--- config.mk ---
export PLATFORM = sky130hd
export DESIGN_NAME = mc_iter_alu
export DESIGN_NICKNAME = d
export VERILOG_FILES = /design/src/rtl/mc_iter_alu.sv
export SDC_FILE = /design/constraint.sdc
export NUM_CORES = 1
export LEC_CHECK = 0
export ABC_CLOCK_PERIOD_IN_PS = 10900
export CORE_AREA = 5 5 177 179
export CTS_CLUSTER_DIAMETER = 150
export CTS_CLUSTER_SIZE = 24
export DETAILED_ROUTE_END_ITERATION = 10
export DIE_AREA = 0 0 182 184
export PLACE_DENSITY = 0.79
export SLEW_MARGIN = 10
export SYNTH_ARGS = -nofsm -noshare
export SYNTH_HDL_FRONTEND = slang
export SYNTH_SLANG_ARGS = --single-unit
--- constraint.sdc ---
create_clock -name clk -period 10.9 [get_ports clk]
set_clock_uncertainty 0.15 [all_clocks]
set_input_delay 1.09 -clock clk [delete_from_list [all_inputs] [get_ports clk]]
set_output_delay 1.09 -clock clk [all_outputs]
set_load 0.005 [all_outputs]
--- src/rtl/mc_iter_alu.sv ---
// rtl/mc_iter_alu.sv - multicycle execute unit: ADD/SUB/AND/ORR plus iterative MUL/UDIV/UREM
// Optional macro MC_ITER_EARLY_EN: MUL stops once the remaining multiplier bits are zero.
module mc_iter_alu #(
    parameter int WIDTH = 32,
    parameter int CNTW  = 6
) (
    input  logic             clk,
    input  logic             reset,
    input  logic             start,
    input  logic [2:0]       op,
    input  logic [WIDTH-1:0] a,
    input  logic [WIDTH-1:0] b,
    output logic             busy,
    output logic             done,
    output logic [WIDTH-1:0] result,
    output logic [3:0]       flags,
    output logic             dbz
);

    localparam logic [2:0] OP_ADD  = 3'b000;
    localparam logic [2:0] OP_SUB  = 3'b001;
    localparam logic [2:0] OP_AND  = 3'b010;
    localparam logic [2:0] OP_ORR  = 3'b011;
    localparam logic [2:0] OP_MUL  = 3'b100;
    localparam logic [2:0] OP_UDIV = 3'b101;
    localparam logic [2:0] OP_UREM = 3'b110;
    localparam logic [CNTW-1:0] LAST_CNT = CNTW'(WIDTH - 1);

    typedef enum logic [1:0] {
        S_IDLE = 2'd0,
        S_RUN  = 2'd1,
        S_DONE = 2'd2
    } state_t;

    state_t state_q, state_d;

    logic [2:0]       op_r;
    logic [WIDTH-1:0] a_r;
    logic [WIDTH-1:0] b_r;
    logic [WIDTH:0]   acc_r;
    logic [CNTW-1:0]  cnt_r;

    logic accept, is_iter, div_zero, go_run, is_mul, last, early_stop;

    assign accept   = start && (state_q != S_RUN);
    assign is_iter  = (op == OP_MUL) || (op == OP_UDIV) || (op == OP_UREM);
    assign div_zero = ((op == OP_UDIV) || (op == OP_UREM)) && (b == '0);
    assign go_run   = accept && is_iter && !div_zero;
    assign is_mul   = (op_r == OP_MUL);

`ifdef MC_ITER_EARLY_EN
    assign early_stop = is_mul && (b_r[WIDTH-1:1] == '0);
`else
    assign early_stop = 1'b0;
`endif

    assign last = (cnt_r == LAST_CNT) || early_stop;
    assign busy = (state_q == S_RUN);
    assign done = (state_q == S_DONE);

    always_ff @(posedge clk or negedge reset) begin
        if (!reset) begin
            state_q <= S_IDLE;
        end else begin
            state_q <= state_d;
        end
    end

    always_comb begin
        state_d = state_q;
        case (state_q)
            S_IDLE:  if (accept) state_d = go_run ? S_RUN : S_DONE;
            S_RUN:   if (last) state_d = S_DONE;
            S_DONE:  state_d = accept ? (go_run ? S_RUN : S_DONE) : S_IDLE;
            default: state_d = S_IDLE;
        endcase
    end

    // Single-cycle results, also covering the divide-by-zero shortcut.
    logic [WIDTH:0]   sum, dif;
    logic [WIDTH-1:0] s_res;
    logic             s_c, s_v, s_dbz;

    assign sum = {1'b0, a} + {1'b0, b};
    assign dif = {1'b0, a} - {1'b0, b};

    always_comb begin
        s_res = '0;
        s_c   = 1'b0;
        s_v   = 1'b0;
        s_dbz = 1'b0;
        case (op)
            OP_ADD: begin
                s_res = sum[WIDTH-1:0];
                s_c   = sum[WIDTH];
                s_v   = (a[WIDTH-1] == b[WIDTH-1]) && (sum[WIDTH-1] != a[WIDTH-1]);
            end
            OP_SUB: begin
                s_res = dif[WIDTH-1:0];
                s_c   = ~dif[WIDTH];
                s_v   = (a[WIDTH-1] != b[WIDTH-1]) && (dif[WIDTH-1] != a[WIDTH-1]);
            end
            OP_AND:  s_res = a & b;
            OP_ORR:  s_res = a | b;
            OP_UDIV: begin
                s_res = '1;
                s_dbz = 1'b1;
            end
            OP_UREM: begin
                s_res = a;
                s_dbz = 1'b1;
            end
            default: s_res = '0;
        endcase
    end

    // One iteration step: shift-add for MUL, restoring step for UDIV/UREM.
    logic [WIDTH:0]   mul_acc;
    logic [WIDTH:0]   div_sh, div_df, div_rem;
    logic [WIDTH-1:0] div_quo, i_res;
    logic             div_ok;

    assign mul_acc = acc_r + {1'b0, (b_r[0] ? a_r : '0)};
    assign div_sh  = {acc_r[WIDTH-1:0], a_r[WIDTH-1]};
    assign div_ok  = (div_sh >= {1'b0, b_r});
    assign div_df  = div_sh - {1'b0, b_r};
    assign div_rem = div_ok ? div_df : div_sh;
    assign div_quo = {a_r[WIDTH-2:0], div_ok};

    always_comb begin
        i_res = '0;
        case (op_r)
            OP_MUL:  i_res = mul_acc[WIDTH-1:0];
            OP_UDIV: i_res = div_quo;
            default: i_res = div_rem[WIDTH-1:0];
        endcase
    end

    always_ff @(posedge clk or negedge reset) begin
        if (!reset) begin
            op_r   <= '0;
            a_r    <= '0;
            b_r    <= '0;
            acc_r  <= '0;
            cnt_r  <= '0;
            result <= '0;
            flags  <= '0;
            dbz    <= 1'b0;
        end else if (accept) begin
            op_r  <= op;
            a_r   <= a;
            b_r   <= b;
            acc_r <= '0;
            cnt_r <= '0;
            if (!go_run) begin
                result <= s_res;
                flags  <= {s_res[WIDTH-1], (s_res == '0), s_c, s_v};
                dbz    <= s_dbz;
            end
        end else if (state_q == S_RUN) begin
            cnt_r <= cnt_r + 1'b1;
            if (is_mul) begin
                acc_r <= mul_acc;
                a_r   <= a_r << 1;
                b_r   <= b_r >> 1;
            end else begin
                acc_r <= div_rem;
                a_r   <= div_quo;
            end
            // Outputs change only when the final iteration completes.
            if (last) begin
                result <= i_res;
                flags  <= {i_res[WIDTH-1], (i_res == '0), 2'b00};
                dbz    <= 1'b0;
            end
        end
    end

endmodule
==> results of run 1 <==
==> routing by layer <==
layer | vias up | routed length, um | track usage, %
met5 | - | 0 | 0
met3 | 185 | 7690 | 8.77
met1 | 9119 | 28000 | 54.3
li1 | 8579 | - | -
met4 | 0 | 3060 | 15.7
met2 | 1272 | 27600 | 55.8
==> per-stage QoR <==
stage	utilization, %	setup WS, ps	power (mW)	cells
after floorplan	-	6190	3.20	2344
after global placement	63.2	4770	4.15	2722
after detailed placement	63.2	4710	4.22	2722
after CTS	65.5	5150	4.91	2754
after global routing	65.5	4860	5.32	2754
final	65.5	5020	5.04	2754
==> critical path: cells and delay by family <==
family	cells	cell delay (ps)
simple gates	6	2540
compound gates	5	1130
buf+inv	3	1290
==> power by group through the flow <==
| stage | Combinational, mW | Clock (mW) | Sequential, mW |
|---|---|---|---|
| 5_1_grt | 3.57 | 0.684 | 1.06 |
| 4_1_cts | 3.22 | 0.664 | 1.02 |
| 2_1_floorplan | 2.28 | 0 | 0.923 |
| 3_5_place_dp | 3.19 | 0 | 1.03 |
| 6_report | 3.33 | 0.666 | 1.04 |
| 3_3_place_gp | 3.13 | 0 | 1.02 |
==> flip-flops by register name, summed over array words and instances, names as in the netlist, 2 cells and up <==
name,count
a_r,32
cnt_r,6
acc_r,32
state_q,2
result,32
flags,3
op_r,3
b_r,32
==> worst paths after layout <==
check,end,cells past startpoint,slack (ps)
setup / recovery,flags[2],14,5020
hold / removal,b_r[31],2,340
setup reg to reg,flags[2],14,5960
hold reg to reg,b_r[31],2,340
max in group asynchronous,b_r[29],2,8660
min in group asynchronous,a_r[2],1,570
==> logic make-up (layout without fill, tap and decap cells) <==
logic type | after synthesis | in the layout | synth area share (%)
XOR/XNOR | 56 | 56 | 2.82
buffers and inverters | 330 | 350 | 7.35
AO/OA/AOI/OAI | 849 | 849 | 32.1
multiplexers | 96 | 96 | 5.59
flip-flops | 143 | 143 | 20.6
adder cells (fa/ha/maj) | 166 | 166 | 12.1
AND/OR/NAND/NOR | 704 | 704 | 19.4
==> final cells by class <==
class / instances / area, sq um
Clock inverter: 13 / 208
Inverter: 185 / 696
Sequential cell: 143 / 3580
Timing Repair Buffer: 133 / 1260
Tap cell: 390 / 488
Clock buffer: 19 / 453
Multi-Input combinational cell: 1871 / 12600
Fill cell: 2590 / 10200
==> cells in the final DEF, fill, tap and decap left out, drive strengths merged, types with 9 or more instances in the layout <==
master and instances:
a211o 11, a21oi 231, nand3 45, o221ai 15, nand4 31, o31ai 28
o22ai 36, ha 161, a22o 19, nand2 223, o211ai 23, and2 45
nor3 45, a221oi 9, or2 13, dfrtp 143, nor3b 9, nand2b 30
a2bb2oi 12, a21o 38, a211oi 70, mux2i 87, nor2 173, a31oi 17
nor2b 21, a31o 26, clkdlybuf4s50 105, o21ai 178, buf 28, and3 16
o21bai 20, xnor2 28, nor4 27, mux2 9, clkbuf 19, inv 186
o21a 16, xor2 28
==> results.py, run 1 <==
metrics = {
    "synthesis": {
        "synthArstFlopShare_pct": 100,
        "ys_top_cells_by_count": "a21oi_1, nand2_1, inv_1",
        "synth_nets": 2579,
        "synthDominantCellAreaShare_pct": 20.6,
        "netlist_top_cells_area": "dfrtp_1, ha_1, a21oi_1",
        "ys_ff_latch": 143,
        "synth_edf_count": 0,
        "synth_area_per_cell_sq_um": 7.41,
        "synth_cells": 2344,
        "synthDistinctLibCells": 89,
        "synth_top_area_cell": "dfrtp_1",
        "yosysMostFrequentCell": "a21oi_1",
        "ys_seq_area_share_pct": 20.6,
        "ys.flop_type": "dfrtp_1",
        "yosys_warnings": 0,
        "syn_area_sq_mm": 0.0174,
    },
    "run": {
        "maxCapViolCount": 0,
    },
    "global_routing": {
        "grt_remaining_overflow": 0,
        "grt_max_degree": 83,
        "grt_pass1_wl_mm": 101,
        "grt_pass1_vias": 17574,
        "antenna_found_initial": 0,
        "grt_usage_pct": 38.1,
    },
    "finish": {
        "num_antenna_cells": 0,
        "layout-drive-gt1-share_pct": 5.63,
        "finish.instance_area_sq_mm": 0.0193,
        "area_growth_pct": 10.8,
        "nets": 2586,
    },
    "clocking": {
        "clock_sinks": 143,
        "cts_resized": 0,
        "cts_tree": "done",
        "cts.htree.levels": 4,
        "cts_made_buffers": 17,
        "cts_root_buf": "clkbuf_16",
        "cts_hold_buffers": 0,
        "clk_latency_ps": 440,
        "clockBufferDepth": 2,
        "cts.clk_slew.worst_paths_ps": 60,
        "post-cts-setup-buffers": 0,
    },
    "route": {
        "firstDrtPassIters": 6,
        "num_vias": 19155,
        "drt-initial-drc-count": 2795,
        "wl_mm": 66.4,
        "wl_per_cell_um": 24.1,
        "vias_per_cell": 6.96,
        "drtAntennaViolNets": 0,
        "drcViolationCount": 0,
    },
    "critical_path": {
        "required_ps": 11090,
        "crit_slowest_cell": "clkdlybuf4s50_1",
        "worstPathCellList": "clkdlybuf4s50_1, inv_1, buf_4, nand2_1, o22ai_1, a2111oi_0, a32oi_1, or4_1, or4b_1, nor4_2, nand4_1, nor4_1, a41oi_1, o31ai_1",
        "path_class": "input pin to register",
        "cp-start-kind": "input pin",
        "critPathMaxFanout": 35,
        "crit_arrival_ps": 6070,
        "cp-end-kind": "register",
        "timing.rr.start": "state_q[1]",
        "startpoint": "op[2]",
        "critPathMaxStageDelay_ps": 910,
    },
    "power": {
        "peakVddDrop_mv": 0.176,
        "p_clk_share_pct": 13.2,
        "internal_power_mw": 2.43,
        "p_seq_share_pct": 20.7,
        "switching_power_mw": 2.61,
        "p_leak_nw": 8.75,
        "p_comb_share_pct": 66.1,
        "sw_frac_of_total_pct": 51.8,
        "powerDensity_mw_per_mm2": 262,
    },
    "place": {
        "port-buffer-count": 108,
        "dpl.hpwl_mm": 49.9,
        "gp_routability_congestion": 0.983,
        "dpl_cell_area_sq_mm": 0.0186,
    },
    "die": {
        "rows": 63,
        "dieArea_sq_mm": 0.0335,
        "fp.dieH_um": 184,
        "start_util_pct": 59.1,
        "pin_count": 109,
        "core_sq_mm": 0.0294,
        "fp.dieW_um": 182,
    },
    "sta": {
        "max_slew_margin_pct": 22.5,
        "min_period_over_period_pct": 54.0,
        "hold_viol": 0,
        "hold-worst-slack_ps": 342,
        "setup_tns_ps": 0,
        "rsz0062_at_grt": "false",
        "setup_viol": 0,
        "worstMarginPinSlew_ps": 1160,
        "min_period_ps": 5880,
        "drv_slew": 0,
        "max_freq_ghz": 0.170,
    },
    "hold_path": {
        "min_path_type": "register to register",
        "hold_start": "b_r[31]",
    },
    "run_status": {
        "status": "completed",
    },
}
(Power assumes the default switching activity.)
==> inputs of run 2 (changes only) <==
==> config.mk (replaced) <==
export PLATFORM = sky130hd
export DESIGN_NAME = mc_iter_alu
export DESIGN_NICKNAME = d
export VERILOG_FILES = /design/src/rtl/mc_iter_alu.sv
export SDC_FILE = /design/constraint.sdc
export NUM_CORES = 1
export LEC_CHECK = 0
export ABC_CLOCK_PERIOD_IN_PS = 5400
export CORE_AREA = 5 5 183 185
export CTS_CLUSTER_DIAMETER = 150
export CTS_CLUSTER_SIZE = 24
export DETAILED_ROUTE_END_ITERATION = 10
export DIE_AREA = 0 0 188 190
export PLACE_DENSITY = 0.78
export SLEW_MARGIN = 10
export SYNTH_ARGS = -nofsm -noshare
export SYNTH_HDL_FRONTEND = slang
export SYNTH_SLANG_ARGS = --single-unit
==> constraint.sdc (replaced) <==
create_clock -name clk -period 5.4 [get_ports clk]
set_clock_uncertainty 0.15 [all_clocks]
set_input_delay 0.54 -clock clk [delete_from_list [all_inputs] [get_ports clk]]
set_output_delay 0.54 -clock clk [all_outputs]
set_load 0.005 [all_outputs]
==> results.py, run 2 (synthesized netlist as in run 1, its figures left out) <==
metrics = {
    "route": {
        "vias_per_cell": 6.69,
        "drt-initial-drc-count": 2405,
        "firstDrtPassIters": 6,
        "drcViolationCount": 0,
        "wl_mm": 66.8,
        "num_vias": 18929,
        "drtAntennaViolNets": 0,
        "wl_per_cell_um": 23.6,
    },
    "critical_path": {
        "worst_r2r_path_depth": 14,
        "crit_arrival_ps": 5280,
        "critPathTopFamily": "simple AND/OR/NAND/NOR gates",
        "critPathMaxFanout": 4,
        "cp-end-kind": "register",
        "crit_slowest_cell": "or4b_1",
        "cp_num_buf_inv": 2,
        "cp-start-kind": "input pin",
        "required_ps": 5580,
        "worstPathCellList": "clkdlybuf4s50_1, inv_1, ha_1, fa_1, nor2_1, o31ai_1, a221o_1, a221oi_1, nand4_1, or4_1, or4b_1, nor4_2, nand4_1, nor4_1, a41oi_1, o31ai_1",
        "path_class": "input pin to register",
        "critPathMaxStageDelay_ps": 610,
        "cp.depth": 16,
    },
    "power": {
        "p_leak_nw": 8.98,
        "powerDensity_mw_per_mm2": 514,
        "peakVddDrop_mv": 0.296,
        "power_mw": 10.1,
    },
    "global_routing": {
        "grt_max_degree": 89,
        "grt_remaining_overflow": 0,
        "antenna_found_initial": 0,
        "grt_usage_pct": 36.0,
        "grt_pass1_vias": 17674,
        "grt_pass1_wl_mm": 102,
    },
    "clocking": {
        "clock_sinks": 143,
        "cts_resized": 0,
        "clk_latency_ps": 440,
        "post-cts-setup-buffers": 0,
        "clockBufferDepth": 2,
        "cts_hold_buffers": 0,
        "cts_made_buffers": 17,
        "cts.htree.levels": 4,
        "cts_tree": "done",
        "cts.clk_slew.worst_paths_ps": 60,
        "cts_root_buf": "clkbuf_16",
    },
    "die": {
        "dieArea_sq_mm": 0.0357,
        "start_util_pct": 54.5,
        "rows": 66,
        "fp.dieW_um": 188,
        "pin_count": 109,
        "fp.dieH_um": 190,
        "core_sq_mm": 0.0319,
    },
    "sta": {
        "max_freq_ghz": 0.196,
        "max_slew_margin_pct": 26.8,
        "drv_slew": 0,
        "hold_viol": 0,
        "setup_viol": 0,
        "rsz0062_at_grt": "false",
        "worstMarginPinSlew_ps": 1070,
        "setup_ws_ps": 302,
        "min_period_ps": 5100,
        "min_period_over_period_pct": 94.4,
    },
    "place": {
        "port-buffer-count": 108,
        "dpl.hpwl_mm": 51.4,
        "place_inst": 2798,
        "pre_cts_ws_ps": -22.6,
        "gp_routability_congestion": 1.02,
    },
    "finish": {
        "mostFrequentLayoutCells": "a21oi_1, nand2_1, inv_1",
        "final_common_cell": "a21oi_1",
        "multi_input_area_sq_mm": 0.0126,
        "area_growth_pct": 13.1,
        "fillers": 2877,
        "nets": 2644,
        "fin_cells": 2829,
        "seq_area_sq_mm": 0.00358,
        "layout-drive-gt1-share_pct": 7.77,
        "num_antenna_cells": 0,
        "fin_util_pct": 61.6,
    },
    "run": {
        "maxCapViolCount": 0,
    },
    "hold_path": {
        "min_path_type": "input pin to async pin",
    },
    "run_status": {
        "status": "completed",
    },
}
## run 2: cell count changes in the layout (fill, tap and decap cells not counted)
cell        previous run  this run
bufinv_16              5         3
clkbuf_8               2         1
clkinv_4               2         1
clkinv_2               4         1
nor2_2                 2         1
nor2_1               170       171
buf_4                 25        83
clkbuf_1               0         1
clkinvlp_4             1         6
## run 2: worst reg2reg max path, stage by stage (launching register included)
cell	delay (ps)
dfrtp_1	370
inv_1	160
ha_1	390
a21oi_1	290
o21ai_0	220
a211oi_1	270
a31o_2	260
o31a_2	510
buf_4	380
mux2_2	410
mux2i_1	280
nand4b_1	160
and4b_1	310
nand4b_1	150
o31ai_1	270
## run 2: routing by layer
metal  up-vias  part of all wire (%)  GRT usage, %
li1       8695                     -             -
met1      8986                    43          51.3
met2      1099                    43          54.7
met3       149                    10          6.11
met4         0                   3.9          13.6
met5         -                     0             0
## run 2: path summary, 6_finish.rpt
| kind | from | to | slack [ps] |
|---|---|---|---|
| worst min register to register | flags[0] | flags[0] | 350 |
| min in group clk | flags[0] | flags[0] | 350 |
| worst max register to register | b_r[20] | flags[2] | 710 |
| worst max-delay path | a[0] | flags[2] | 300 |
| max in group asynchronous | reset | flags[2] | 3770 |
| worst min-delay path | reset | a_r[2] | 30 |
## run 2: area by class of cell
type                       instances  share of cell area, %
tap                              408                   2.60
clock buffer                      19                   2.25
sequential                       143                   18.2
inverter                         185                   3.54
multi-input combinational       1871                   63.9
timing repair buffer             191                   8.63
clock inverter                    12                  0.821
## run 2: where the power goes
part	total (mW)	switching (mW)	internal (mW)	leakage, nW
clock	1.24	0.499	0.739	0.274
sequential	2.10	0.538	1.56	1.77
combinational	6.76	4.19	2.57	6.93
## run 2: through the flow
stage	hold slack, ps	TNS (ps)	instance area [sq um]
global placement	316	0	19000
global route	102	0	19700
floorplan	94.4	0	17400
finish	34.0	0	19700
detailed placement	332	-22.6	19000
CTS	69.0	0	19700
